## src/rtl/bsg_cgol_pkg.sv

```systemverilog
`default_nettype none
// ============================================================================
// Module  : bsg_cgol_pkg
// Purpose : Shared definitions for the Game-of-Life cell array interfaces:
//           reader/loader state encodings, the word-count helper shared by
//           the board loader and board reader, and row-major cell indexing.
// Ports   : none (package)
// Revision: 1.0 - initial release
// ============================================================================
package bsg_cgol_pkg;

  // Reader/loader FSM states.
  typedef enum logic [0:0] {
    CGOL_IDLE = 1'b0,
    CGOL_SEND = 1'b1
  } cgol_state_e;

  // Explicit-width encodings used by the state registers.
  localparam logic [0:0] STATE_IDLE = 1'b0;
  localparam logic [0:0] STATE_SEND = 1'b1;

  // Row-major convention: cell (row, col) lives at bit row*board_width + col.
  localparam int CGOL_ROW_STRIDE_CELLS = 1;  // stride multiplier applied to board_width per row
  localparam int CGOL_COL_STRIDE_CELLS = 1;  // adjacent columns are adjacent bits

  function automatic int cgol_cell_idx(input int row, input int col, input int board_width);
    return row * board_width * CGOL_ROW_STRIDE_CELLS + col * CGOL_COL_STRIDE_CELLS;
  endfunction

  // Number of width-bit words needed to carry a square board.
  function automatic int cgol_num_words(input int board_width, input int width);
    return (board_width * board_width + width - 1) / width;
  endfunction

endpackage
`default_nettype wire

```

## src/rtl/bsg_counter_clear_up.sv

```systemverilog
`default_nettype none
// ============================================================================
// Module  : bsg_counter_clear_up
// Purpose : Up-counter with synchronous clear and asynchronous active-low
//           reset. Clear has priority over increment; increment saturates
//           at max_val_p so the count can never leave [0, max_val_p].
// Ports   : clk_i      - clock
//           reset_n_i  - asynchronous active-low reset (count -> 0)
//           clear_i    - synchronous clear to 0
//           up_i       - increment by one
//           count_o    - current count
// Revision: 1.0 - initial release
// ============================================================================
module bsg_counter_clear_up #(
  parameter int max_val_p = 7,
  parameter int width_p   = (max_val_p > 0) ? $clog2(max_val_p + 1) : 1
) (
  input  logic               clk_i,
  input  logic               reset_n_i,
  input  logic               clear_i,
  input  logic               up_i,
  output logic [width_p-1:0] count_o
);

  localparam logic [width_p-1:0] max_lp = width_p'(max_val_p);

  logic [width_p-1:0] count_d;
  logic [width_p-1:0] count_q;

  always_comb begin
    count_d = count_q;
    if (clear_i) begin
      count_d = '0;
    end else if (up_i && (count_q != max_lp)) begin
      count_d = count_q + 1'b1;
    end
  end

  always_ff @(posedge clk_i or negedge reset_n_i) begin
    if (!reset_n_i) begin
      count_q <= '0;
    end else begin
      count_q <= count_d;
    end
  end

  assign count_o = count_q;

endmodule
`default_nettype wire

```

## src/rtl/bsg_cgol_board_reader.sv

```systemverilog
`default_nettype none
// ============================================================================
// Module  : bsg_cgol_board_reader
// Purpose : Snapshots the whole cell array in one cycle on request and
//           streams it out as width_p-bit words (lowest cell indices first)
//           over a valid/yumi handshake. The final word is zero-padded.
// Ports   : clk_i      - clock
//           reset_n_i  - asynchronous active-low reset
//           data_i     - cell states, bit row*board_width_p + col
//           v_i        - capture request, honoured only while ready_o
//           ready_o    - idle and able to capture (registered)
//           data_o     - current output word
//           v_o        - data_o valid
//           yumi_i     - consumer takes the current word
//           last_o     - current word is the last of the frame
// Revision: 1.0 - initial release
// ============================================================================
module bsg_cgol_board_reader
  import bsg_cgol_pkg::*;
#(
  parameter int board_width_p = 8,
  parameter int width_p       = 8
) (
  input  logic                                   clk_i,
  input  logic                                   reset_n_i,
  input  logic [board_width_p*board_width_p-1:0] data_i,
  input  logic                                   v_i,
  output logic                                   ready_o,
  output logic [width_p-1:0]                     data_o,
  output logic                                   v_o,
  input  logic                                   yumi_i,
  output logic                                   last_o
);

  localparam int n_lp         = board_width_p * board_width_p;
  localparam int num_words_lp = cgol_num_words(board_width_p, width_p);
  localparam int pad_width_lp = num_words_lp * width_p;
  localparam int cnt_width_lp = (num_words_lp > 1) ? $clog2(num_words_lp) : 1;
  localparam logic [cnt_width_lp-1:0] last_cnt_lp = cnt_width_lp'(num_words_lp - 1);

  logic [0:0]              state_d, state_q;
  logic                    ready_d, ready_q;
  logic [n_lp-1:0]         snapshot_d, snapshot_q;
  logic                    cnt_clear;
  logic                    cnt_up;
  logic [cnt_width_lp-1:0] cnt;
  logic                    is_last;
  logic [pad_width_lp-1:0] padded;
  logic [pad_width_lp-1:0] shifted;
  int unsigned             sel;

  bsg_counter_clear_up #(
    .max_val_p (num_words_lp - 1),
    .width_p   (cnt_width_lp)
  ) word_cnt (
    .clk_i     (clk_i),
    .reset_n_i (reset_n_i),
    .clear_i   (cnt_clear),
    .up_i      (cnt_up),
    .count_o   (cnt)
  );

  assign v_o     = (state_q == STATE_SEND);
  assign is_last = (cnt == last_cnt_lp);
  assign last_o  = v_o && is_last;
  assign ready_o = ready_q;

  always_comb begin
    state_d    = state_q;
    snapshot_d = snapshot_q;
    cnt_clear  = 1'b0;
    cnt_up     = 1'b0;
    case (state_q)
      STATE_IDLE: begin
        // ready_q gates the capture so the first post-reset edge, where the
        // state is already IDLE but ready has not yet risen, is ignored.
        if (v_i && ready_q) begin
          snapshot_d = data_i;
          cnt_clear  = 1'b1;
          state_d    = STATE_SEND;
        end
      end
      STATE_SEND: begin
        if (yumi_i) begin
          if (is_last) begin
            cnt_clear = 1'b1;
            state_d   = STATE_IDLE;
          end else begin
            cnt_up = 1'b1;
          end
        end
      end
      default: state_d = STATE_IDLE;
    endcase
    ready_d = (state_d == STATE_IDLE);
  end

  always_ff @(posedge clk_i or negedge reset_n_i) begin
    if (!reset_n_i) begin
      state_q    <= STATE_IDLE;
      ready_q    <= 1'b0;
      snapshot_q <= '0;
    end else begin
      state_q    <= state_d;
      ready_q    <= ready_d;
      snapshot_q <= snapshot_d;
    end
  end

  // Zero-extend the snapshot to a whole number of words, then shift the
  // selected word down to bit 0.
  always_comb begin
    padded            = '0;
    padded[n_lp-1:0]  = snapshot_q;
    sel               = 32'(cnt) * 32'(width_p);
    shifted           = padded >> sel;
    data_o            = v_o ? shifted[width_p-1:0] : '0;
  end

`ifndef SYNTHESIS
  a_yumi_needs_valid : assert property (@(posedge clk_i) disable iff (!reset_n_i) yumi_i |-> v_o)
    else $error("bsg_cgol_board_reader: yumi_i asserted while v_o is low");
`endif

endmodule
`default_nettype wire

```

## config.mk

```make
export PLATFORM = sky130hd
export DESIGN_NAME = bsg_cgol_board_reader
export DESIGN_NICKNAME = d
export VERILOG_FILES = /design/src/rtl/bsg_cgol_pkg.sv /design/src/rtl/bsg_counter_clear_up.sv /design/src/rtl/bsg_cgol_board_reader.sv
export SDC_FILE = /design/constraint.sdc
export NUM_CORES = 1
export LEC_CHECK = 0
export BUFFER_PORTS_ARGS = -buffer_cell sky130_fd_sc_hd__buf_2
export CAP_MARGIN = 25
export CORE_ASPECT_RATIO = 1.2
export CORE_MARGIN = 2
export CORE_UTILIZATION = 30
export DETAILED_ROUTE_END_ITERATION = 6
export PLACE_DENSITY = 0.55
export SYNTH_ARGS = -nofsm -noshare
export SYNTH_HDL_FRONTEND = slang
export SYNTH_SLANG_ARGS = --single-unit
```

## constraint.sdc

```tcl
create_clock -name clk_i -period 2.34 [get_ports clk_i]
set_input_delay 0.585 -clock clk_i [delete_from_list [all_inputs] [get_ports clk_i]]
set_output_delay 0.585 -clock clk_i [all_outputs]
set_load 0.02 [all_outputs]
```

==> results of run 1 <==
[worst max-delay path, delay by kind of cell, from the launching register on]
family | cells | cell delay (ns)
buffers and inverters | 2 | 0.33
DFF | 1 | 0.41
muxes | 2 | 0.69
and+or+nand+nor | 1 | 0.05
[through the flow]
stage | power, µW | TNS (ns) | hold WS, ns | std cells | cell area [µm²]
CTS | 5750 | -0.374 | 0.292 | 415 | 4050
detailed placement | 4230 | 0 | 0.490 | 397 | 3730
floorplan | 3590 | 0 | 0.289 | 195 | 3160
global placement | 4180 | 0 | 0.480 | 397 | 3730
global route | 6060 | -0.709 | 0.318 | 415 | 4060
finish | 5690 | -0.111 | 0.279 | 415 | 4060
[cells by family after synthesis]
| kind of cell | Yosys count | share of synthesized area (%) |
|---|---|---|
| fa+ha+maj | 2 | 0.791 |
| mux | 88 | 37.8 |
| flops | 69 | 54.6 |
| simple gates | 20 | 3.32 |
| compound gates | 3 | 0.554 |
| buf+inv | 13 | 2.93 |
[routing by layer]
metal / track usage [%] / vias up / share of wire (%) / routed length [µm]
met3: 3.77 / 11 / 5.3 / 361
met4: 5.83 / 2 / 1.5 / 106
met5: 0 / - / 0.19 / 13
li1: - / 896 / - / -
met2: 22.1 / 55 / 51 / 3520
met1: 14.9 / 1000 / 42 / 2860
[cell usage after synthesis (all sizes together)]
master,instances
dfrtp,69
nor2,8
nand2,4
ha,2
nand3b,1
mux2i,8
mux2,64
buf,12
nand2b,2
o21ai,2
nand3,3
and2,2
o31ai,1
mux4,16
inv,1
[power breakdown]
| part | total, µW | internal, µW | switching (µW) |
|---|---|---|---|
| sequential | 2120 | 1790 | 331 |
| clock | 1410 | 927 | 483 |
| combinational | 2160 | 1270 | 887 |
| total | 5690 | 3990 | 1700 |
[path summary, 6_finish.rpt]
path,startpoint,end,cells after the start
setup / recovery,word_cnt.count_o[1],data_o[0],5
hold / removal,reset_n_i,padded[4],2
setup reg to reg,word_cnt.count_o[1],word_cnt.count_o[1],6
hold reg to reg,padded[42],padded[42],1
max in group asynchronous,reset_n_i,word_cnt.count_o[1],2
min in group clk_i,data_i[14],padded[14],2
[sequential cells by signal, summed over array words and instances (netlist names)]
| signal | cells |
|---|---|
| padded | 64 |
| ready_o | 1 |
| v_o | 1 |
| word_cnt.count_o | 3 |
[area by class of cell]
type / count / share of cell area (%)
Sequential cell: 69 / 42.6
Multi-Input combinational cell: 113 / 32.9
Timing Repair Buffer: 87 / 12.8
Clock buffer: 11 / 5.74
Tap cell: 129 / 3.98
Clock inverter: 5 / 1.85
Inverter: 1 / 0.0926
[repair_timing]
action / CTS / global route
buffers inserted: 2 / 0
hold buffers: 0 / 0
endpoints found under the setup margin: 8 / 9
pin swaps: 0 / 1
cloned: 0 / 0
resized for setup: 9 / 6
==> impl_summary.log, run 1 <==
[metrics] post-synthesis register bit count: 69
[metrics] library cell with the largest summed area after synthesis: sky130_fd_sc_hd__dfrtp_1
[metrics] maximum level of the CTS H-tree: 3
[metrics] path category of the worst min-delay check: in -> async
[metrics] drt total wl: roughly 7000 µm
[metrics] number of hold violations in the final report: 0
[metrics] DPL Wire Length: ~4700 µm
[metrics] critical setup path kind: reg -> out
[metrics] footprint of the flip-flops and latches: roughly 1700 µm²
[metrics] power per cell area: between 1000 and 1500 nW/µm²
[metrics] Port-buffer cells: between 70 and 80
[metrics] Tot GR Track Use: around 13%
[metrics] violated checks: negative setup slack
[metrics] post-synthesis cell type count: 19
[metrics] Final Net Count: roughly 350
[metrics] chip height: 116 µm
[metrics] proportion of layout cells with a drive suffix above 1: roughly 64%
[metrics] most common cell after layout, fill and taps aside: sky130_fd_sc_hd__buf_2
[metrics] post-route setup slack: -0.0425 ns
[metrics] max-slew headroom at the worst pin: between 70% and 80%
[metrics] number of endpoints failing setup at the final stage: 5
[metrics] maximum fanout along the worst path: 10
[metrics] static leakage: 0.00190 µW
[metrics] synthesized netlist net count: roughly 270
[metrics] DR pass1 iterations: 4
[metrics] count of nets left with antenna violations after detail routing: 0
[metrics] average wire per standard cell: around 17 µm
[metrics] min Tclk post-route: 2.38 ns
[metrics] Slew Limit Fails: 0
[metrics] total grt overflow: 0
[metrics] clock insertion delay at the later pin of the skew report: approximately 0.32 ns
[metrics] layout filler cell count: 1048
[metrics] core area: about 10000 µm²
[metrics] Worst VDD drop: 499 µV
[metrics] initial antenna violation count: 1
[metrics] kind of launch point of the worst setup path: flop
[metrics] required time of the worst setup path: 1.75 ns
[metrics] DR vias/cell: 4.73
[metrics] clock tree from TritonCTS: built
[metrics] skew final: 0.00272 ns
[metrics] number of diodes: 0
[metrics] max-cap violations: 0
[metrics] Warnings, synthesis: 0
[metrics] clock-pin transition on the worst setup and hold timing paths: approximately 0.05 ns
[metrics] setup repair after global routing missed its margin: true
[metrics] clock sink count: 69
[metrics] Critical Path Sink Type: output port
[metrics] pre-CTS WS: 0.187 ns
[metrics] Starting Density: a little under a third
[metrics] total standard cell area after synthesis: around 3200 µm²
[metrics] Area Growth Syn to Fin: 28.3%
[metrics] Period Utilization, post-route: 102%
[metrics] Ports: 79
[metrics] number of CTS-inserted buffers: 9
[metrics] crit-path cells: buf_12 -> mux4_1 -> mux2i_1 -> nor2_1 -> buf_2
[metrics] vias in the first global route: between 2000 and 2500
[metrics] horizontal extent of the die: roughly 100 µm
[metrics] cell with the largest stage delay on the worst path: sky130_fd_sc_hd__mux4_1
[metrics] worst-case register-to-register setup slack: 0.78 ns
[metrics] data arrival time of the critical path: 1.80 ns
[metrics] delay of the slowest critical-path stage: roughly 0.55 ns
[metrics] Avg Synthesized Cell Area: 16.2 µm²
[metrics] global-route wire length before repair: ~11000 µm
[metrics] Row Count: just over 40
[metrics] Max Buffers Root-to-Sink: 2
[metrics] GP Congestion: approximately 0.68
[metrics] result of the run: finished with violations
[metrics] count of vias placed by the detailed router: 1964
[metrics] transition time at the pin with the least slew margin: slightly below 0.4 ns
[metrics] largest cells by area after synthesis: sky130_fd_sc_hd__dfrtp_1 (55%), sky130_fd_sc_hd__mux2_2 (23%), sky130_fd_sc_hd__mux4_1 (7.5%), sky130_fd_sc_hd__mux4_2 (5.0%), sky130_fd_sc_hd__mux2i_1 (2.5%)
[metrics] combined area of the multi-input logic cells: about 1300 µm²
[metrics] register area share after synthesis: 54.6%
[metrics] CTS root buffer: sky130_fd_sc_hd__clkbuf_16
[metrics] core occupancy in the finished layout: 38.9%
[metrics] leading cell types in the layout, fill and taps excluded: sky130_fd_sc_hd__buf_2 (74), sky130_fd_sc_hd__dfrtp_1 (67), sky130_fd_sc_hd__mux2_2 (64), sky130_fd_sc_hd__mux4_2 (13)
[metrics] Fmax: between 400 and 500 MHz
[metrics] maximum number of pins on one net before global-route repair: 70
[metrics] synthesized instance count: 195
[metrics] DRC marker count from the first detailed-route iteration: 56
[metrics] share of the synthesized area in the top cell type: about 55%
[metrics] detailed-route DRC error count: 0
[metrics] area enclosed by the die boundary: approximately 11000 µm²
(Power assumes the default switching activity.)
==> run 2: changes to the inputs <==
--- a/config.mk
+++ b/config.mk
@@ -15,3 +15,4 @@
 export SYNTH_ARGS = -nofsm -noshare
 export SYNTH_HDL_FRONTEND = slang
 export SYNTH_SLANG_ARGS = --single-unit
+export TNS_END_PERCENT = 20
==> impl_summary.log, run 2 (synthesis gave the netlist of run 1 again) <==
[metrics] result of the run: finished with violations
[metrics] violated checks: negative setup slack
[metrics] Fin Hold WS: 0.280 ns (+0.00116 ns)
[metrics] maximum fanout along the worst path: 10 (unchanged)
[metrics] power per cell area: 1400 nW/µm² (about the same)
[metrics] depth of the most critical reg-to-reg path: 6 (unchanged)
[metrics] post-route setup slack: -0.0351 ns (+0.00743 ns)
[metrics] kind of launch point of the worst setup path: flop
[metrics] CTS root buffer: sky130_fd_sc_hd__clkbuf_16
[metrics] DR vias/cell: 4.73 (about the same)
[metrics] number of placed instances, taps included: 397 (unchanged)
[metrics] total grt overflow: 0 (unchanged)
[metrics] GP Congestion: 0.678 (unchanged)
[metrics] worst-case register-to-register setup slack: 0.73 ns (-0.05 ns)
[metrics] initial antenna violation count: 1 (unchanged)
[metrics] number of flip-flops in the largest register: 64 (unchanged)
[metrics] Row Count: 41 (unchanged)
[metrics] critical setup path kind: reg -> out
[metrics] Final Net Count: 351 (unchanged)
[metrics] max-slew headroom at the worst pin: 74.0% (+0.27 points)
[metrics] detailed-route DRC error count: 0 (unchanged)
[metrics] Port-buffer cells: 78 (unchanged)
[metrics] Slew Limit Fails: 0 (unchanged)
[metrics] clock sink count: 69 (unchanged)
[metrics] layout filler cell count: 1049 (+0.095%)
[metrics] clock insertion delay at the later pin of the skew report: 0.32 ns (about the same)
[metrics] most common cell after layout, fill and taps aside: sky130_fd_sc_hd__buf_2
[metrics] FF-to-FF End: word_cnt.count_o[1]
[metrics] Starting Density: 30.4% (unchanged)
[metrics] clock-pin transition on the worst setup and hold timing paths: 0.05 ns (about the same)
[metrics] chip height: 116 µm (unchanged)
[metrics] Fmax: 421 MHz (+0.31%)
[metrics] Worst VDD drop: 498 µV (-0.21%)
[metrics] clock tree from TritonCTS: built
[metrics] number of endpoints failing setup at the final stage: 4 (-1)
[metrics] number of diodes: 0 (unchanged)
[metrics] DPL Wire Length: 4720 µm (unchanged)
[metrics] Period Utilization, post-route: 101% (-0.32 points)
[metrics] leading cell types in the layout, fill and taps excluded: sky130_fd_sc_hd__buf_2 (75), sky130_fd_sc_hd__dfrtp_1 (67), sky130_fd_sc_hd__mux2_2 (64), sky130_fd_sc_hd__mux4_2 (13), sky130_fd_sc_hd__clkbuf_16 (9)
[metrics] Tot GR Track Use: 12.8% (+0.016 points)
[metrics] maximum number of pins on one net before global-route repair: 70 (unchanged)
[metrics] Area Growth Syn to Fin: 28.1%
[metrics] final setup TNS: -0.0647 ns (+0.0464 ns)
[metrics] Ports: 79 (unchanged)
[metrics] DR pass1 iterations: 4 (unchanged)
[metrics] area enclosed by the die boundary: 11400 µm² (unchanged)
[metrics] count of vias placed by the detailed router: 1965 (+0.051%)
[metrics] RR Startpoint: word_cnt.count_o[1]
[metrics] min Tclk post-route: 2.38 ns (-0.00743 ns)
[metrics] DRC marker count from the first detailed-route iteration: 52 (-7.1%)
[metrics] Critical Path Sink Type: output port
[metrics] average wire per standard cell: 16.6 µm (+0.10%)
[metrics] Crit. Startpoint: word_cnt.count_o[1]
[metrics] setup repair after global routing missed its margin: true
[metrics] count of nets left with antenna violations after detail routing: 0 (unchanged)
[metrics] data arrival time of the critical path: 1.79 ns (about the same)
[metrics] proportion of layout cells with a drive suffix above 1: 63.6% (-0.35 points)
[metrics] maximum level of the CTS H-tree: 3 (unchanged)
[metrics] Max Buffers Root-to-Sink: 2 (unchanged)
[metrics] global-route wire length before repair: 11100 µm (unchanged)
[metrics] number of hold violations in the final report: 0 (unchanged)
[metrics] non-filler cells in the finished layout: 415 (unchanged)
[metrics] static leakage: 0.00190 µW (+0.10%)
[metrics] drt total wl: 6870 µm (+0.10%)
[metrics] path category of the worst min-delay check: in -> async
[metrics] core area: 10400 µm² (unchanged)
[metrics] max-cap violations: 0 (unchanged)
[metrics] number of CTS-inserted buffers: 9 (unchanged)
[metrics] vias in the first global route: 2137 (+0.047%)
[metrics] transition time at the pin with the least slew margin: 0.390 ns (-0.00409 ns)
[metrics] required time of the worst setup path: 1.75 ns (about the same)
[metrics] horizontal extent of the die: 97.7 µm (unchanged)
[metrics] pre-CTS WS: 0.187 ns (unchanged)
[metrics] skew final: 0.00325 ns (+0.000531 ns)
==> run 2: layout make-up <==
| cell class | instances | area (µm²) | share of cell area, % |
|---|---|---|---|
| Tap cell | 129 | 161 | 3.99 |
| Timing Repair Buffer | 87 | 515 | 12.7 |
| Sequential cell | 69 | 1730 | 42.7 |
| Clock buffer | 11 | 233 | 5.75 |
| Inverter | 1 | 3.75 | 0.0927 |
| Clock inverter | 5 | 75.1 | 1.85 |
| Multi-Input combinational cell | 113 | 1330 | 32.9 |
==> run 2: how the worst max path moves through the flow <==
stage / cells after the start / endpoint / slack, ns
2_1_floorplan: 5 / data_o[0] / 0.42
3_3_place_gp: 5 / data_o[3] / 0.16
3_5_place_dp: 5 / data_o[3] / 0.19
4_1_cts: 5 / data_o[0] / -0.07
5_1_grt: 5 / data_o[5] / -0.13
6_report: 5 / data_o[3] / -0.04
==> run 2: metrics by stage <==
stage | power [µW] | util [%] | instance area [µm²]
2_1_floorplan | 3590 | - | 3160
6_report | 5680 | 38.9 | 4050
5_1_grt | 6050 | 38.9 | 4050
3_5_place_dp | 4230 | 35.8 | 3730
3_3_place_gp | 4180 | 35.8 | 3730
4_1_cts | 5730 | 38.9 | 4050
==> run 2: layer usage <==
layer	global-route usage [%]	vias up	wire, µm
li1	-	897	-
met1	15.0	999	2880
met2	22.0	57	3500
met3	3.83	10	373
met4	5.83	2	99
met5	0	-	13
==> run 2: power by group <==
part | internal, µW | leakage [µW] | switching (µW)
Clock | 927 | 0.000153 | 480
Combinational | 1260 | 0.000914 | 889
Sequential | 1790 | 0.000833 | 335
Total | 3980 | 0.00190 | 1700
==> run 2: repair_timing <==
item | 4_1_cts | 5_1_grt
resized for setup | 7 | 6
endpoints found under the hold margin | 0 | 0
setup endpoints to repair | 8 | 9
setup buffers | 2 | 0
hold buffers | 0 | 0
==> run 2: worst max-delay path: stages (launching register included) <==
cell and delay [ns]:
sky130_fd_sc_hd__dfrtp_2 0.41, sky130_fd_sc_hd__buf_12 0.16, sky130_fd_sc_hd__mux4_2 0.51, sky130_fd_sc_hd__mux2i_1 0.17, sky130_fd_sc_hd__nor2_1 0.05, sky130_fd_sc_hd__buf_2 0.17
